File: config.mk
export PLATFORM = sky130hd
export DESIGN_NAME = rf_packet_framer
export DESIGN_NICKNAME = d
export VERILOG_FILES = /design/src/rtl/rf_packet_framer.sv
export SDC_FILE = /design/constraint.sdc
export NUM_CORES = 1
export LEC_CHECK = 0
export ABC_AREA = 1
export CAP_MARGIN = 20
export CORE_ASPECT_RATIO = 1.25
export CORE_MARGIN = 4
export CORE_UTILIZATION = 50
export DETAILED_ROUTE_END_ITERATION = 16
export GPL_TIMING_DRIVEN = 0
export MAX_ROUTING_LAYER = met4
export PLACE_DENSITY = 0.7
export SYNTH_ARGS = -nofsm -noshare
export SYNTH_HDL_FRONTEND = slang
export SYNTH_SLANG_ARGS = --single-unit
File: constraint.sdc
create_clock -name clk -period 2.22 [get_ports clk]
set_input_delay 0.333 -clock clk [delete_from_list [all_inputs] [get_ports clk]]
set_output_delay 0.333 -clock clk [all_outputs]
set_load 0.02 [all_outputs]
File: src/rtl/rf_packet_framer.sv
// ---------------------------------------------------------------------------
// rf_packet_framer
//
// Purpose:
//   Pulls bytes from an upstream FIFO and sends them to a byte-wide RF/UART
//   transmitter as length-prefixed packets. A packet is started either when a
//   full payload of MAX_PAYLOAD bytes is waiting, or when a partial payload
//   has been sitting untouched for IDLE_TIMEOUT cycles. Every byte leaves
//   through a valid/ready handshake.
//
//   The framer cannot see the FIFO's internal count. It keeps its own
//   occupancy count by watching the upstream write strobe and its own pops.
//
// Optional feature:
//   RF_PACKET_FRAMER_CHECKSUM_EN
//     When defined, each packet ends with one extra byte. That byte is the
//     XOR of the header and every payload byte.
//     When undefined, there is no checksum state and no checksum register.
//
// Parameters:
//   WIDTH        data width of the FIFO and of the transmitter
//   DEPTH        depth of the upstream FIFO (the occupancy count saturates here)
//   MAX_PAYLOAD  largest payload per packet, 1..min(DEPTH, 2^WIDTH-1)
//   IDLE_TIMEOUT idle cycles before a partial payload is flushed, >= 1
//
// Ports:
//   clk            single clock, rising edge
//   rst_n          asynchronous active-low reset
//   enable         allows new packets to start; a packet in flight always completes
//   fifo_write_ins upstream write strobe (monitored only)
//   fifo_full      upstream full flag; a write while full is not counted
//   fifo_data_in   FIFO head data, valid the cycle after a pop
//   fifo_read_ins  one-cycle pop strobe to the FIFO
//   tx_data        byte to the transmitter
//   tx_valid       tx_data is valid
//   tx_ready       transmitter takes the byte when tx_valid && tx_ready
//   busy           high in any state other than IDLE
//   packet_done    one-cycle pulse at the end of each packet
// ---------------------------------------------------------------------------
module rf_packet_framer #(
    parameter int WIDTH        = 8,
    parameter int DEPTH        = 512,
    parameter int MAX_PAYLOAD  = 58,
    parameter int IDLE_TIMEOUT = 1000
) (
    input  logic             clk,
    input  logic             rst_n,
    input  logic             enable,
    input  logic             fifo_write_ins,
    input  logic             fifo_full,
    input  logic [WIDTH-1:0] fifo_data_in,
    output logic             fifo_read_ins,
    output logic [WIDTH-1:0] tx_data,
    output logic             tx_valid,
    input  logic             tx_ready,
    output logic             busy,
    output logic             packet_done
);

    localparam int OCC_W  = $clog2(DEPTH + 1);
    localparam int IDLE_W = $clog2(IDLE_TIMEOUT + 1);

    localparam logic [OCC_W-1:0]  DEPTH_V   = OCC_W'(DEPTH);
    localparam logic [OCC_W-1:0]  MAX_V     = OCC_W'(MAX_PAYLOAD);
    localparam logic [OCC_W-1:0]  OCC_ONE   = OCC_W'(1);
    localparam logic [IDLE_W-1:0] IDLE_MAX  = IDLE_W'(IDLE_TIMEOUT);
    localparam logic [IDLE_W-1:0] IDLE_ONE  = IDLE_W'(1);
    localparam logic [WIDTH-1:0]  BYTE_ONE  = WIDTH'(1);

`ifdef RF_PACKET_FRAMER_CHECKSUM_EN
    typedef enum logic [2:0] {
        ST_IDLE   = 3'd0,
        ST_HEADER = 3'd1,
        ST_POP    = 3'd2,
        ST_LOAD   = 3'd3,
        ST_SEND   = 3'd4,
        ST_CKSUM  = 3'd5,
        ST_DONE   = 3'd6
    } state_t;
`else
    typedef enum logic [2:0] {
        ST_IDLE   = 3'd0,
        ST_HEADER = 3'd1,
        ST_POP    = 3'd2,
        ST_LOAD   = 3'd3,
        ST_SEND   = 3'd4,
        ST_DONE   = 3'd5
    } state_t;
`endif

    state_t state;
    state_t next_state;

    logic [OCC_W-1:0]  occupancy;
    logic [IDLE_W-1:0] idle_count;
    logic [WIDTH-1:0]  len;
    logic [WIDTH-1:0]  remaining;
    logic [WIDTH-1:0]  payload_reg;
`ifdef RF_PACKET_FRAMER_CHECKSUM_EN
    logic [WIDTH-1:0]  checksum;
`endif

    logic             write_accept;
    logic             start_ok;
    logic [OCC_W-1:0] start_len;

    // A write counts only if the FIFO could take it.
    // A packet starts for one of two reasons:
    //   - a full payload is queued, or
    //   - a partial payload has gone stale.
    // start_len is the payload length latched at that moment.
    always_comb begin
        write_accept = fifo_write_ins && !fifo_full;
        start_ok     = enable && ((occupancy >= MAX_V) ||
                                  ((occupancy != '0) && (idle_count == IDLE_MAX)));
        start_len    = (occupancy >= MAX_V) ? MAX_V : occupancy;
    end

    // Shadow occupancy of the upstream FIFO.
    // A push and a pop in the same cycle cancel out.
    // The count saturates at both ends, so a monitoring glitch cannot wrap it.
    always_ff @(posedge clk or negedge rst_n) begin
        if (!rst_n) begin
            occupancy <= '0;
        end else if (write_accept && !fifo_read_ins) begin
            if (occupancy < DEPTH_V) begin
                occupancy <= occupancy + OCC_ONE;
            end
        end else if (fifo_read_ins && !write_accept) begin
            if (occupancy != '0) begin
                occupancy <= occupancy - OCC_ONE;
            end
        end
    end

    // Idle counter: cycles since the last accepted write.
    // It is held at zero while the FIFO is empty, so the timeout only
    // measures how long queued data has been waiting. It saturates so that
    // the timeout condition stays true until a packet takes the data.
    always_ff @(posedge clk or negedge rst_n) begin
        if (!rst_n) begin
            idle_count <= '0;
        end else if (write_accept || (occupancy == '0)) begin
            idle_count <= '0;
        end else if (idle_count != IDLE_MAX) begin
            idle_count <= idle_count + IDLE_ONE;
        end
    end

    // State register.
    // Reset returns straight to IDLE, so a packet in flight is dropped.
    always_ff @(posedge clk or negedge rst_n) begin
        if (!rst_n) begin
            state <= ST_IDLE;
        end else begin
            state <= next_state;
        end
    end

    // Next-state and control outputs.
    // Each payload byte takes three steps:
    //   POP  - pop the FIFO,
    //   LOAD - capture the head data the FIFO presents one cycle later,
    //   SEND - offer the byte to the transmitter.
    // The last handshake in SEND (remaining == 1) ends the payload.
    // enable is only consulted in IDLE, so dropping it never aborts a packet.
    always_comb begin
        next_state    = state;
        tx_valid      = 1'b0;
        fifo_read_ins = 1'b0;
        packet_done   = 1'b0;
        busy          = (state != ST_IDLE);
        case (state)
            ST_IDLE: begin
                if (start_ok) begin
                    next_state = ST_HEADER;
                end
            end
            ST_HEADER: begin
                tx_valid = 1'b1;
                if (tx_ready) begin
                    next_state = ST_POP;
                end
            end
            ST_POP: begin
                fifo_read_ins = 1'b1;
                next_state    = ST_LOAD;
            end
            ST_LOAD: begin
                next_state = ST_SEND;
            end
            ST_SEND: begin
                tx_valid = 1'b1;
                if (tx_ready) begin
                    if (remaining != BYTE_ONE) begin
                        next_state = ST_POP;
                    end else begin
`ifdef RF_PACKET_FRAMER_CHECKSUM_EN
                        next_state = ST_CKSUM;
`else
                        next_state = ST_DONE;
`endif
                    end
                end
            end
`ifdef RF_PACKET_FRAMER_CHECKSUM_EN
            ST_CKSUM: begin
                tx_valid = 1'b1;
                if (tx_ready) begin
                    next_state = ST_DONE;
                end
            end
`endif
            ST_DONE: begin
                packet_done = 1'b1;
                next_state  = ST_IDLE;
            end
            default: begin
                next_state = ST_IDLE;
            end
        endcase
    end

    // Packet datapath.
    // On start, latch the length and the payload countdown.
    // In LOAD, capture the FIFO head data.
    // In SEND, each handshake moves the countdown on.
    // The header (and the checksum, when enabled) is seeded with the length,
    // so the final XOR already covers the header byte.
    always_ff @(posedge clk or negedge rst_n) begin
        if (!rst_n) begin
            len         <= '0;
            remaining   <= '0;
            payload_reg <= '0;
`ifdef RF_PACKET_FRAMER_CHECKSUM_EN
            checksum    <= '0;
`endif
        end else begin
            case (state)
                ST_IDLE: begin
                    if (start_ok) begin
                        len       <= WIDTH'(start_len);
                        remaining <= WIDTH'(start_len);
`ifdef RF_PACKET_FRAMER_CHECKSUM_EN
                        checksum  <= WIDTH'(start_len);
`endif
                    end
                end
                ST_LOAD: begin
                    payload_reg <= fifo_data_in;
`ifdef RF_PACKET_FRAMER_CHECKSUM_EN
                    checksum    <= checksum ^ fifo_data_in;
`endif
                end
                ST_SEND: begin
                    if (tx_ready) begin
                        remaining <= remaining - BYTE_ONE;
                    end
                end
                default: begin
                end
            endcase
        end
    end

    // Transmit byte select:
    //   HEADER - the latched length,
    //   CKSUM  - the running XOR,
    //   otherwise - the last captured payload byte.
    // Every source is a register, so tx_data cannot change while a handshake
    // is stalled.
    always_comb begin
        tx_data = payload_reg;
        case (state)
            ST_HEADER: tx_data = len;
`ifdef RF_PACKET_FRAMER_CHECKSUM_EN
            ST_CKSUM:  tx_data = checksum;
`endif
            default:   tx_data = payload_reg;
        endcase
    end

endmodule

==> results of run 1 <==
-- kinds of logic after synthesis --
kind of cell,Yosys count,synth area share (%)
simple gates,195,29.9
mux,8,3.08
xor+xnor,9,2.69
fa+ha+maj,14,6.24
flops,47,40.2
compound gates,51,9.91
buf+inv,56,8.03
-- cell usage in the layout (no fill, tap or decap), types with 6 or more instances in the layout --
cell | Yosys | layout
dfrtp_1 | 47 | 45
nand3_1 | 30 | 26
o21ai_0 | 19 | 17
nor2_1 | 21 | 16
inv_1 | 44 | 39
clkdlybuf4s50_1 | 0 | 14
dlygate4sd2_1 | 0 | 9
clkbuf_8 | 0 | 6
nand2_2 | 7 | 15
a21oi_1 | 15 | 12
inv_2 | 7 | 11
xor2_1 | 6 | 6
buf_4 | 0 | 7
o21ai_2 | 6 | 6
ha_4 | 0 | 8
nor2_2 | 5 | 10
nand2_1 | 115 | 106
o21ai_1 | 6 | 7
mux2_2 | 8 | 8
-- layout make-up --
type	count	area, sq um	area share [%]
multi-input combinational	277	1740	47.2
sequential	47	1180	32.0
timing repair buffer	36	354	9.61
inverter	51	199	5.40
clock buffer	6	82.6	2.24
tap	64	80.1	2.17
buffer	5	46.3	1.26
clock inverter	1	5.00	0.136
-- worst min-delay path, cell delays in order (launching register included) --
cell,delay [ps]
dfrtp_1,350
nand2_1,60
inv_1,40
-- what timing repair did --
item / in CTS / in global routing
setup endpoints to repair: 16 / 7
gates resized for setup: 20 / 44
pin swaps: 3 / 16
setup buffers: 5 / 4
endpoints found under the hold margin: 19 / 0
hold buffers: 1 / 0
-- how the worst min path moves through the flow --
stage | from | to | depth (start not counted)
after floorplan | rst_n | idle_count[0]$_DFFE_PN0P_ | 0
after global placement | len[7]$_DFFE_PN0P_ | len[7]$_DFFE_PN0P_ | 2
after detailed placement | rst_n | remaining[6]$_DFFE_PN0P_ | 1
after CTS | len[7]$_DFFE_PN0P_ | len[7]$_DFFE_PN0P_ | 2
after global routing | len[4]$_DFFE_PN0P_ | len[4]$_DFFE_PN0P_ | 2
final | len[7]$_DFFE_PN0P_ | len[7]$_DFFE_PN0P_ | 2
-- power groups by stage --
stage / Clock, mW / Sequential, mW / Combinational (mW)
floorplan: 0 / 1.42 / 2.15
finish: 0.521 / 1.50 / 3.35
detailed placement: 0 / 1.48 / 2.87
global route: 0.588 / 1.55 / 3.74
global placement: 0 / 1.47 / 2.82
CTS: 0.543 / 1.48 / 2.88
-- per-layer routing --
layer  GRT usage, %  wire [um]  vias to the layer above
met1           20.5       2720                     1227
li1               -          -                     1303
met3           3.28        263                       17
met5              -          0                        -
met2           31.5       3330                       57
met4           11.2        216                        0
==> metrics.md, run 1 <==
| Metric | Value |
|---|---|
| Run status | finished, violations left |
| Failing checks | setup timing |
| Cts bufs inserted | 5 |
| Register area share after synthesis | 40.2% |
| Sequential power share | about 28% |
| # setup viols final | 2 |
| Final Wtd Congestion | 0.857 |
| Worst slack on hold paths | 476 ps |
| P per Cell Area | around 1500 nW/um^2 |
| Critical Path AT | about 2500 ps |
| Sum Neg Setup Slack | -16.5 ps |
| Filler cells | 491 |
| Top post-synthesis cells by count | 115 x nand2_1, 47 x dfrtp_1, 44 x inv_1 |
| Biggest regs | idle_count: 10 flops, occupancy: 10 flops |
| Critical path class | register to register |
| Clock slew at reported path FFs | 90 ps |
| Detailed Place HPWL | 4550 um |
| Core Footprint | between 5000 and 6000 sq um |
| Clk buf depth | 2 |
| Internal power | 2.87 mW |
| GRT Total Usage | 18.6% |
| Most used cell, CP | nand2_1 |
| Die area | 7150 sq um |
| DRC viols | 0 |
| Register-to-Register Path Depth | 14 |
| Register bit total from synthesis | 47 |
| Syn-to-layout area delta | 25.9% |
| Post-Route Utilization | 66.4% |
| Worst Path Buf+Inv | 4 |
| Vias | 2604 |
| Reg2reg start | state[1]$_DFFE_PN0P_ |
| Max_cap viols | 0 |
| Worst Setup SP | state[1]$_DFFE_PN0P_ |
| Rows | 30 |
| Crit path capture | occupancy[5]$_DFFE_PN0P_ |
| Synthesized area per cell | 7.70 sq um |
| Comb power frac | about 62% |
| Worst-Skew Late Latency | 300 ps |
| Via/cell ratio | 5.35 |
| R2R Path End | occupancy[5]$_DFFE_PN0P_ |
| CP max FO | 6 |
| CP Depth | 14 |
| Share of the synthesized area in the top cell type | between 40% and 50% |
| Slowest cell on the critical path | dfrtp_1 |
| Max Slew Vio Count | 0 |
| Ys flop type | dfrtp_1 |
| Switching part of the total | a little under half |
| Drt pass-1 iters | 4 |
| Tmin final | 2230 ps |
| Hold Vio Cnt, Final | 0 |
| CP max stage delay | 430 ps |
| Area post-placement | 3280 sq um |
| HP Class | register to register |
| H-Tree Depth | 2 |
| Initial antenna violation count | 0 |
| Largest net degree at the start of global routing | 29 |
| Place WS | -413 ps |
| Drt total wl | 6530 um |
| Crit-path cells | inv_2, nor3_4, inv_2, ha_4, inv_8, buf_6, ha_1, nand3_2, nand3_4, nand2_1, nand2_1, a21oi_1, o21ai_0, nand2_1 |
| Worst ir drop on vdd | approximately 700 uV |
| Count of cell types in the netlist | 32 |
| Ports | 26 |
| Ys async rst share | between 90% and 100% |
| Antenna fix cells | 0 |
| Fmax | 448 MHz |
| First-pass GRT wire length | 10500 um |
| Synth Warn # | 0 |
| Fin worst setup slack | -11.5 ps |
| Final Net Count | 451 |
| Cells after synthesis | between 300 and 400 |
| Most common cell in the synthesized netlist | nand2_1 |
| Placed cells | 470 |
| Die span in x | 76.4 um |
| Vias in the first global route | between 2000 and 2500 |
| Pin slew with the least headroom to its limit | 481 ps |
| Gr ovfl total | 0 |
| Initial Util | 52.7% |
| Routed WL per cell | 13.4 um |
| Final Instance Count excl. Fillers | 487 |
| Tot Pwr | 5.37 mW |
| Clk_skew | about 12 ps |
| Clock power frac | 9.7% |
| Synthesized area | approximately 3000 sq um |
| CTS root buffer | clkbuf_8 |
| Iteration-0 DRC count of the detailed router | 125 |
| Pleak | 1.81 nW |
| CTS tree | done |
| CP required | approximately 2500 ps |
| Number of flops mapped to enable cells by yosys | 0 |
| Die Ht | 93.6 um |
| Final instance area | approximately 3700 sq um |
| Share of cells above drive strength 1 | 24.6% |
| Clock Sinks | 47 |
| Final ANT Viol Nets | 0 |
| IO Port Bufs | 25 |
| CP endpoint kind | register |
| Final period util | 101% |
| Switching pwr | ~2.5 mW |
| Cell taking the most area after synthesis | dfrtp_1 |
| Flop-to-flop setup slack | -10 ps |
| CP delay by family, top | simple AND/OR/NAND/NOR gates |
| Unrepaired setup endpoints after global routing | yes |
| Syn nets | 408 |
| Startpoint types | register |
| Area contributors post-synth | dfrtp_1 40%, nand2_1 15%, inv_1 5.6% |
| Slew margin rel. | between 60% and 70% |
No activity file was read; power rests on OpenSTA's default activity.
==> run 2: changes to the inputs <==
--- a/config.mk
+++ b/config.mk
@@ -6,7 +6,6 @@
 export NUM_CORES = 1
 export LEC_CHECK = 0
 export ABC_AREA = 1
-export CAP_MARGIN = 20
 export CORE_ASPECT_RATIO = 1.25
 export CORE_MARGIN = 4
 export CORE_UTILIZATION = 50
==> results of run 2 <==
Same layout as run 1: the final DEF is identical, and so are final timing and power.
==> run 3: changes to the inputs <==
--- a/config.mk
+++ b/config.mk
@@ -8,11 +8,11 @@
 export ABC_AREA = 1
 export CORE_ASPECT_RATIO = 1.25
 export CORE_MARGIN = 4
-export CORE_UTILIZATION = 50
+export CORE_UTILIZATION = 36
 export DETAILED_ROUTE_END_ITERATION = 16
 export GPL_TIMING_DRIVEN = 0
 export MAX_ROUTING_LAYER = met4
-export PLACE_DENSITY = 0.7
+export PLACE_DENSITY = 0.53
 export SYNTH_ARGS = -nofsm -noshare
 export SYNTH_HDL_FRONTEND = slang
 export SYNTH_SLANG_ARGS = --single-unit
==> metrics.md, run 3 (synthesis gave the netlist of run 1 again) <==
| Metric | Value |
|---|---|
| CTS root buffer | clkbuf_8 |
| Ports | 26 (unchanged) |
| Area post-placement | 3320 sq um (+1.2%) |
| Cts bufs inserted | 5 (unchanged) |
| Startpoint types | register |
| Commonest cells after routing, fill and taps aside | 113 x nand2_1, 45 x dfrtp_1, 39 x inv_1, 29 x nand3_1, 19 x nor2_1 |
| Sequential Area | 1180 sq um (unchanged) |
| Drt total wl | 6620 um (+1.4%) |
| Final ANT Viol Nets | 0 (unchanged) |
| WHS Path Cells | 2 (unchanged) |
| Via/cell ratio | 4.81 (-10%) |
| # setup viols final | 0 (-2) |
| Drt pass-1 iters | 4 (unchanged) |
| Tot Pwr | 5.37 mW (about the same) |
| Gr ovfl total | 0 (unchanged) |
| Rows | 36 (+20%) |
| Worst ir drop on vdd | 720 uV (+5.7%) |
| Share of cells above drive strength 1 | 20.9% (-3.7 points) |
| Register-to-Register Path Depth | 15 (+1) |
| IO Port Bufs | 25 (unchanged) |
| Max_cap viols | 0 (unchanged) |
| Area of the multi-input gates | 1670 sq um (-4.2%) |
| Syn-to-layout area delta | 25.4% |
| Hold Vio Cnt, Final | 0 (unchanged) |
| Critical path class | register to register |
| P per Cell Area | 1460 nW/um^2 (+0.33%) |
| Sum Neg Setup Slack | 0 ps (+16.5 ps) |
| Worst-Skew Late Latency | 300 ps (about the same) |
| Die area | 9650 sq um (+35%) |
| Vias in the first global route | 2498 (+0.73%) |
| Filler cells | 791 (+61%) |
| Max Slew Vio Count | 0 (unchanged) |
| Clock Sinks | 47 (unchanged) |
| Flop-to-flop setup slack | 80 ps (+90 ps) |
| Clk_skew | 11.4 ps (-0.134 ps) |
| Biggest regs | idle_count: 10 flops, occupancy: 10 flops |
| Die span in x | 88.7 um (+16%) |
| Final Instance Count excl. Fillers | 516 (+6.0%) |
| Final instance area | 3670 sq um (-0.37%) |
| Slew margin rel. | 67.2% (-0.68 points) |
| CP required | 2410 ps (-50 ps) |
| Initial Util | 37.1% (-16 points) |
| Fmax | 467 MHz (+4.3%) |
| Placed cells | 501 (+6.6%) |
| Run status | finished clean |
| Final period util | 96.4% (-4.1 points) |
| Pin slew with the least headroom to its limit | 491 ps (+10.2 ps) |
| First-pass GRT wire length | 11400 um (+8.2%) |
| CP endpoint kind | register |
| Core Footprint | 7880 sq um (+42%) |
| Antenna fix cells | 0 (unchanged) |
| HP Class | register to register |
| CP max FO | 6 (unchanged) |
| Final Wtd Congestion | 0.864 (+0.82%) |
| Vias | 2483 (-4.6%) |
| GRT Total Usage | 15.1% (-3.4 points) |
| CTS tree | done |
| Clock slew at reported path FFs | 90 ps (about the same) |
| Unrepaired setup endpoints after global routing | yes |
| Clk buf depth | 2 (unchanged) |
| Tmin final | 2140 ps (-91.9 ps) |
| Routed WL per cell | 12.8 um (-4.3%) |
| Most common cell after layout, fill and taps aside | nand2_1 |
| Die Ht | 109 um (+16%) |
| Pleak | 1.79 nW (-0.87%) |
| Iteration-0 DRC count of the detailed router | 96 (-23%) |
| Initial antenna violation count | 0 (unchanged) |
| DRC viols | 0 (unchanged) |
| Critical Path AT | 2330 ps (-140 ps) |
| H-Tree Depth | 2 (unchanged) |
| Detailed Place HPWL | 4920 um (+8.2%) |
| Largest net degree at the start of global routing | 29 (unchanged) |
| Final Net Count | 448 (-0.67%) |
-- run 3: final cells by class --
class | count | share of cell area, %
Sequential cell | 47 | 32.1
Clock buffer | 6 | 1.98
Inverter | 51 | 5.55
Clock inverter | 2 | 1.64
Multi-Input combinational cell | 277 | 45.4
Tap cell | 95 | 3.24
Timing Repair Buffer | 33 | 8.82
Buffer | 5 | 1.26
-- run 3: repair_timing --
item	in CTS	in global routing
setup buffers	4	2
setup endpoints to repair	17	6
pin swaps	4	6
gates resized for setup	21	25
hold buffers	1	0
endpoints found under the hold margin	9	0
-- run 3: final timing paths --
| kind | to | from |
|---|---|---|
| max in group asynchronous | occupancy[9]$_DFFE_PN0P_ | rst_n |
| worst min register to register | len[6]$_DFFE_PN0P_ | len[6]$_DFFE_PN0P_ |
| worst min-delay path | len[6]$_DFFE_PN0P_ | len[6]$_DFFE_PN0P_ |
| worst max register to register | occupancy[9]$_DFFE_PN0P_ | state[1]$_DFFE_PN0P_ |
| min in group asynchronous | remaining[0]$_DFFE_PN0P_ | rst_n |
| worst max-delay path | occupancy[9]$_DFFE_PN0P_ | state[1]$_DFFE_PN0P_ |
-- run 3: routing by layer --
metal / track usage (%) / share of wire, % / routed length [um]
met1: 18.0 / 44 / 2940
met4: 2.92 / 0.77 / 51
met2: 27.0 / 52 / 3430
met3: 2.27 / 3.0 / 197
met5: - / 0 / 0
-- run 3: where the power goes --
group          internal [mW]  switching (mW)  leakage (nW)  total [mW]
logic                   1.33            1.79          1.14        3.12
clock network          0.450           0.296        0.0654       0.746
registers               1.20           0.309         0.589        1.51
-- run 3: critical path, stage by stage, from the launching register on --
cell      delay, ps
dfrtp_1         440
inv_2            60
nor3_4          270
inv_2            90
ha_4            200
clkinv_8         80
buf_12          110
ha_4            200
nand2_1          80
inv_1            60
a21oi_2         160
nand3_1          90
nand2_1          70
nand2_1          50
nand2_1          50
nand2_1          40
-- run 3: per-stage QoR --
step | utilization (%) | hold WS [ps] | setup WS [ps]
finish | 46.6 | 474 | 80.4
detailed placement | 42.2 | 326 | -525
floorplan | - | 37.4 | -20.5
global placement | 42.0 | 452 | -679
CTS | 45.0 | 478 | 7.29
global route | 46.6 | 496 | -81.6
